File: src/rtl/vending_fsm.sv
// Single-product (price 15) coin controller taking 5/10-unit coins; pr/change are
// registered pulses one cycle after the completing edge; no backpressure, one coin per clock.
module vending_fsm (
    input  logic       clk,
    input  logic       rst,
    input  logic [1:0] coin,
    output logic       pr,
    output logic       change
);

    typedef enum logic [1:0] {
        S0  = 2'd0,
        S5  = 2'd1,
        S10 = 2'd2
    } state_t;

    localparam logic [1:0] COIN_5  = 2'd1;
    localparam logic [1:0] COIN_10 = 2'd2;

    state_t state_q, state_d;
    logic   pr_q, pr_d;
    logic   change_q, change_d;

    always_ff @(posedge clk or negedge rst) begin
        if (!rst) begin
            state_q  <= S0;
            pr_q     <= 1'b0;
            change_q <= 1'b0;
        end else begin
            state_q  <= state_d;
            pr_q     <= pr_d;
            change_q <= change_d;
        end
    end

    // Idle (0) and invalid (3) codes fall through the defaults: hold credit, no pulses.
    always_comb begin
        state_d  = state_q;
        pr_d     = 1'b0;
        change_d = 1'b0;
        unique case (state_q)
            S0: begin
                if (coin == COIN_5)       state_d = S5;
                else if (coin == COIN_10) state_d = S10;
            end
            S5: begin
                if (coin == COIN_5) begin
                    state_d = S10;
                end else if (coin == COIN_10) begin
                    state_d = S0;
                    pr_d    = 1'b1;
                end
            end
            S10: begin
                if (coin == COIN_5) begin
                    state_d = S0;
                    pr_d    = 1'b1;
                end else if (coin == COIN_10) begin
                    state_d  = S0;
                    pr_d     = 1'b1;
                    change_d = 1'b1;
                end
            end
            default: state_d = S0;
        endcase
    end

    assign pr     = pr_q;
    assign change = change_q;

endmodule

File: config.mk
export PLATFORM = sky130hd
export DESIGN_NAME = vending_fsm
export DESIGN_NICKNAME = d
export VERILOG_FILES = /design/src/rtl/vending_fsm.sv
export SDC_FILE = /design/constraint.sdc
export NUM_CORES = 1
export LEC_CHECK = 0
export ABC_AREA = 1
export ABC_CLOCK_PERIOD_IN_PS = 1200
export CAP_MARGIN = 20
export CORE_AREA = 3 3 40 42
export DETAILED_ROUTE_END_ITERATION = 10
export DIE_AREA = 0 0 43 45
export HOLD_SLACK_MARGIN = 0.12
export PLACE_DENSITY = 0.46
export SETUP_SLACK_MARGIN = 0.4
export SYNTH_ARGS = -nofsm -noshare
export SYNTH_HDL_FRONTEND = slang
export SYNTH_SLANG_ARGS = --single-unit
File: constraint.sdc
create_clock -name clk -period 1.2 [get_ports clk]
set_input_delay 0.3 -clock clk [delete_from_list [all_inputs] [get_ports clk]]
set_output_delay 0.3 -clock clk [all_outputs]
set_load 0.005 [all_outputs]
# --- Word level (Yosys, flattened, before mapping) ---
# Index checks and enable logic that the tools add are counted.
word_totals:
  wordCells: 20
  out_inout_bits: 2
  input_bits: 4
  regBits: 4
classes:
  n_mux: 11
  n_eq_ne: 5
  reduce_logical: 1
op_table:
  columns: ["op", "n"]
  rows:
  - ["two-way mux 2 bit", 5]
  - ["case mux 2 bit (3 select lines)", 1]
  - ["== test 2 x 1 -> 1 bit (second input constant)", 2]
  - ["== test 2 bit (second input constant)", 2]
  - ["two-way mux 1 bit", 4]
  - ["!= test 3 bit (second input constant)", 1]
  - ["logical NOT 2 bit", 1]
  - ["case mux 1 bit (2 select lines)", 1]

# --- Longest topological paths before layout ---
depth:
  depth_word: 4
  mapped_depth: 9
  depth_no_buf: 9

# --- Least setup slack after synthesis ---
# Ideal clock, no wire load.
synth_timing:
  path_type: "register to register"
  from: "register state_q[0]"
  to: "register state_q[0]"
  path_slack_ns: 0.139
  t_arrival_ns: 0.944
  required_time_ns: 1.084
  setup_ns: 0.116
  synth_period_minus_slack_ns: 1.061
  n_path_buf: 0
  stages_incl_launch_ff: 9
  cell_sequence: "dfrtp_1 > inv_1 > ha_1 > inv_1 > nand2_1 > nand3_1 > nand2_1 > nand2_1 > nand2_1"
synth_between:
  elab_chain_cells: 3
  elab_cells_between_ends: 8
  classes_between: "eq/ne (3); mux (4); reduce/logical (1)"
synth_rtl:
  columns: ["item", "line", "text"]
  rows:
  - ["from (decl)", "20", "state_t state_q, state_d;"]
  - ["from (signal assigned)", "30", "state_q <= state_d;"]
  - ["two-way mux 2 bit", null, null]
  - ["two-way mux 2 bit, on equally long branches", null, null]
  - ["case mux 2 bit (3 select lines)", "41", "unique case (state_q)"]
# Several ways; a longest one is shown, not always the timed one.
# A chain may end at the register's enable or synchronous reset.

# --- Final worst setup path ---
layout_timing:
  from: "register state_q[0]"
  to: "register pr_q (netlist: pr)"
layout_between:
  elab_chain_cells: 2
  elab_cells_between_ends: 3
  classes_between: "eq/ne (2); mux (1)"
layout_rtl:
  columns: ["item", "line", "text"]
  rows:
  - ["== test 2 bit or == test 2 x 1 -> 1 bit (tied branches)", "41", null]
  - ["case mux 1 bit (2 select lines) (*)", "41", null]
  - ["via pr_d", "21", "logic pr_q, pr_d;"]
  - ["to (signal assigned)", "31", "pr_q <= pr_d;"]
  - ["to (decl)", "21", null]
# Mark *: on every way through the listed nets, which the timed path passes. The rest lies on a longest branch.

==> flow_metrics.env <==
export IMPL_status="completed"
export IMPL_setup_viol=0
export IMPL_p_sw_frac=0.413
export IMPL_clock_fmax_mhz=883
export IMPL_grt_max_degree=5
export IMPL_drt_initial_drc_count=1
export IMPL_stdcell_area_sq_um=562
export IMPL_skew_ns=0.00688
export IMPL_critPathTopFamily="flip-flops"
export IMPL_finalCritPeriodShare=0.943
export IMPL_p_int_mw=0.675
export IMPL_nets=76
export IMPL_worst_slew_pin_slew_ns=0.187
export IMPL_setup_tns_ns=0
export IMPL_crit_type="reg -> reg"
export IMPL_max_stage_delay_ns=0.45
export IMPL_syn_instance_count=47
export IMPL_hold_viol=0
export IMPL_leakagePower_nw=0.295
export IMPL_wirelength_um=738
export IMPL_syn_area_sq_um=344
export IMPL_drtPass1Iterations=3
export IMPL_die_w_um=43
export IMPL_clk_path_buf_depth=2
export IMPL_pwr_share_comb=0.620
export IMPL_grt_usage=0.0885
export IMPL_drive_gt1_frac=0.548
export IMPL_cp_max_fo=4
export IMPL_power_density_nw_per_um2=2050
export IMPL_ant_nets=0
export IMPL_syn_nets=59
export IMPL_place_area_sq_um=443
export IMPL_cts_root_buffer="clkbuf_4"
export IMPL_post_dp_hpwl_um=454
export IMPL_num_vias=307
export IMPL_clkSlewWorstSetupHoldPaths_ns=0.04
export IMPL_ys_seq_area_frac=0.291
export IMPL_crit_path_end_kind="flip-flop"
export IMPL_yosysUniqueCellTypes=9
export IMPL_timing_final_max_slew_violations=0
export IMPL_hold_slack_ns=0.265
export IMPL_core_area_sq_um=1280
export IMPL_port_buffers=5
export IMPL_seq_power_share=0.235
export IMPL_syn_area_per_cell_sq_um=7.32
export IMPL_cts_sinks=4
export IMPL_maxCapViolCount=0
export IMPL_yosysWarningCount=0
export IMPL_syn_to_final_growth_pct=63.3
export IMPL_min_path_type="in -> async"
export IMPL_cpMaxStageDelayCell="dfrtp_2"
export IMPL_crit_required_ns=1.36
export IMPL_gr_total_overflow=0
export IMPL_clkLatencyLatePin_ns=0.24
export IMPL_crit_chain="inv_4 -> ha_4 -> inv_2 -> or2_1 -> a21boi_2"
export IMPL_period_minus_slack_ns=1.13
export IMPL_slew_headroom=0.875
export IMPL_antennaDiodeCount=0
export IMPL_vdd_ir_drop_max_mv=0.983
export IMPL_finalPower_mw=1.15
export IMPL_arrival_ns=1.29
export IMPL_rsz0062_at_grt="yes"
export IMPL_cts_tree="built"
export IMPL_cts_inserted_buffers=3
export IMPL_std_cell_rows=13
export IMPL_grt_pass1_vias=295
export IMPL_initial_core_util=0.268
export IMPL_gp_congestion=0.703
export IMPL_ys_ff_latch=4
export IMPL_fillers=135
export IMPL_setup_slack_ns=0.0681
export IMPL_hold_buffers=0
export IMPL_via_per_inst=3.99
export IMPL_pre_cts_ws_ns=-0.376
export IMPL_die_area_sq_um=1940
export IMPL_route_detailed_drc=0
export IMPL_grt_first_pass_wirelength_um=1190
export IMPL_p_switching_mw=0.475
export IMPL_cts_max_level=1
export IMPL_wl_per_cell_um=9.58
export IMPL_antenna_found_initial=0
export IMPL_start_kind="flip-flop"
export IMPL_worst_path_buf_inv=2
export IMPL_clock_power_share=0.145
export IMPL_io_pins=6
export IMPL_r2r_cells=5
export IMPL_path_depth=5
export IMPL_die_h_um=45
cell usage in the layout (no fill, tap or decap), types with 2 or more instances in the layout:
cell | synthesis | routed
buf_2 | 0 | 2
clkbuf_4 | 0 | 3
inv_1 | 13 | 6
nand2_1 | 17 | 13
inv_2 | 0 | 6
dfrtp_1 | 4 | 2
dfrtp_2 | 0 | 2
ha_1 | 8 | 3
dlygate4sd2_1 | 0 | 2
buf_6 | 0 | 2
nand2_2 | 0 | 4
ha_4 | 0 | 4
buf_4 | 0 | 5
per-layer routing:
layer | track usage | vias to the layer above | routed length (um)
met1 | 0.0874 | 136 | 288
met5 | 0 | - | 0
met4 | 0.0723 | 0 | 21
met2 | 0.165 | 6 | 406
li1 | - | 163 | -
met3 | 0.0120 | 2 | 21
sequential cells by signal, indices dropped and copies added, names as in the netlist:
register  flops
pr            1
state_q       2
change        1
metrics by stage:
step,util,cells
2_1_floorplan,-,47
5_1_grt,0.437,77
3_5_place_dp,0.345,71
6_report,0.437,77
4_1_cts,0.398,77
3_3_place_gp,0.345,71
repair_timing:
item                       CTS  global route
setup endpoints to repair    6             6
pin swaps                    8             7
buffers inserted             3             0
gates resized for setup     20            16
path summary, 6_finish.rpt:
check	startpoint	end	slack (ns)
hold / removal	rst	state_q[0]$_DFFE_PN0P_	0.27
min in group clk	state_q[0]$_DFFE_PN0P_	state_q[0]$_DFFE_PN0P_	0.59
hold reg to reg	state_q[0]$_DFFE_PN0P_	state_q[0]$_DFFE_PN0P_	0.59
setup reg to reg	state_q[0]$_DFFE_PN0P_	pr$_DFF_PN0_	0.07
max in group asynchronous	rst	state_q[1]$_DFFE_PN0P_	0.75
setup / recovery	state_q[0]$_DFFE_PN0P_	pr$_DFF_PN0_	0.07
worst register-to-register path, stage by stage (launching register included):
cell      delay [ns]
dfrtp_2         0.45
inv_4           0.09
ha_4            0.13
inv_2           0.04
or2_1           0.22
a21boi_2        0.12
cells in the mapped netlist:
cell type / number / area share
nand2_1: 17 / 0.19
inv_1: 13 / 0.14
ha_1: 8 / 0.29
dfrtp_1: 4 / 0.29
a21boi_2: 1 / 0.033
a21oi_1: 1 / 0.015
nand3_1: 1 / 0.015
nor2_1: 1 / 0.011
or2_1: 1 / 0.018
kinds of logic after synthesis:
group,share of synthesized area
DFF,0.291
buffers and inverters,0.142
adders and majority gates,0.291
and+or+nand+nor,0.229
AOI/OAI and AO/OA,0.0473
power by group through the flow:
| stage | logic, mW | registers (mW) | clock network, mW |
|---|---|---|---|
| after floorplan | 0.289 | 0.230 | 0 |
| after global placement | 0.489 | 0.238 | 0 |
| after detailed placement | 0.478 | 0.234 | 0 |
| after CTS | 0.584 | 0.249 | 0.171 |
| after global routing | 0.815 | 0.279 | 0.189 |
| final | 0.713 | 0.270 | 0.167 |
final cells by class:
| cell class | count | area (sq um) | area share |
|---|---|---|---|
| clock buffer | 3 | 22.5 | 0.0401 |
| inverter | 13 | 51.3 | 0.0913 |
| multi-input combinational | 30 | 269 | 0.479 |
| sequential | 4 | 103 | 0.183 |
| tap | 15 | 18.8 | 0.0334 |
| timing repair buffer | 12 | 97.6 | 0.174 |
Note: power is estimated with default switching activity, not from simulation.
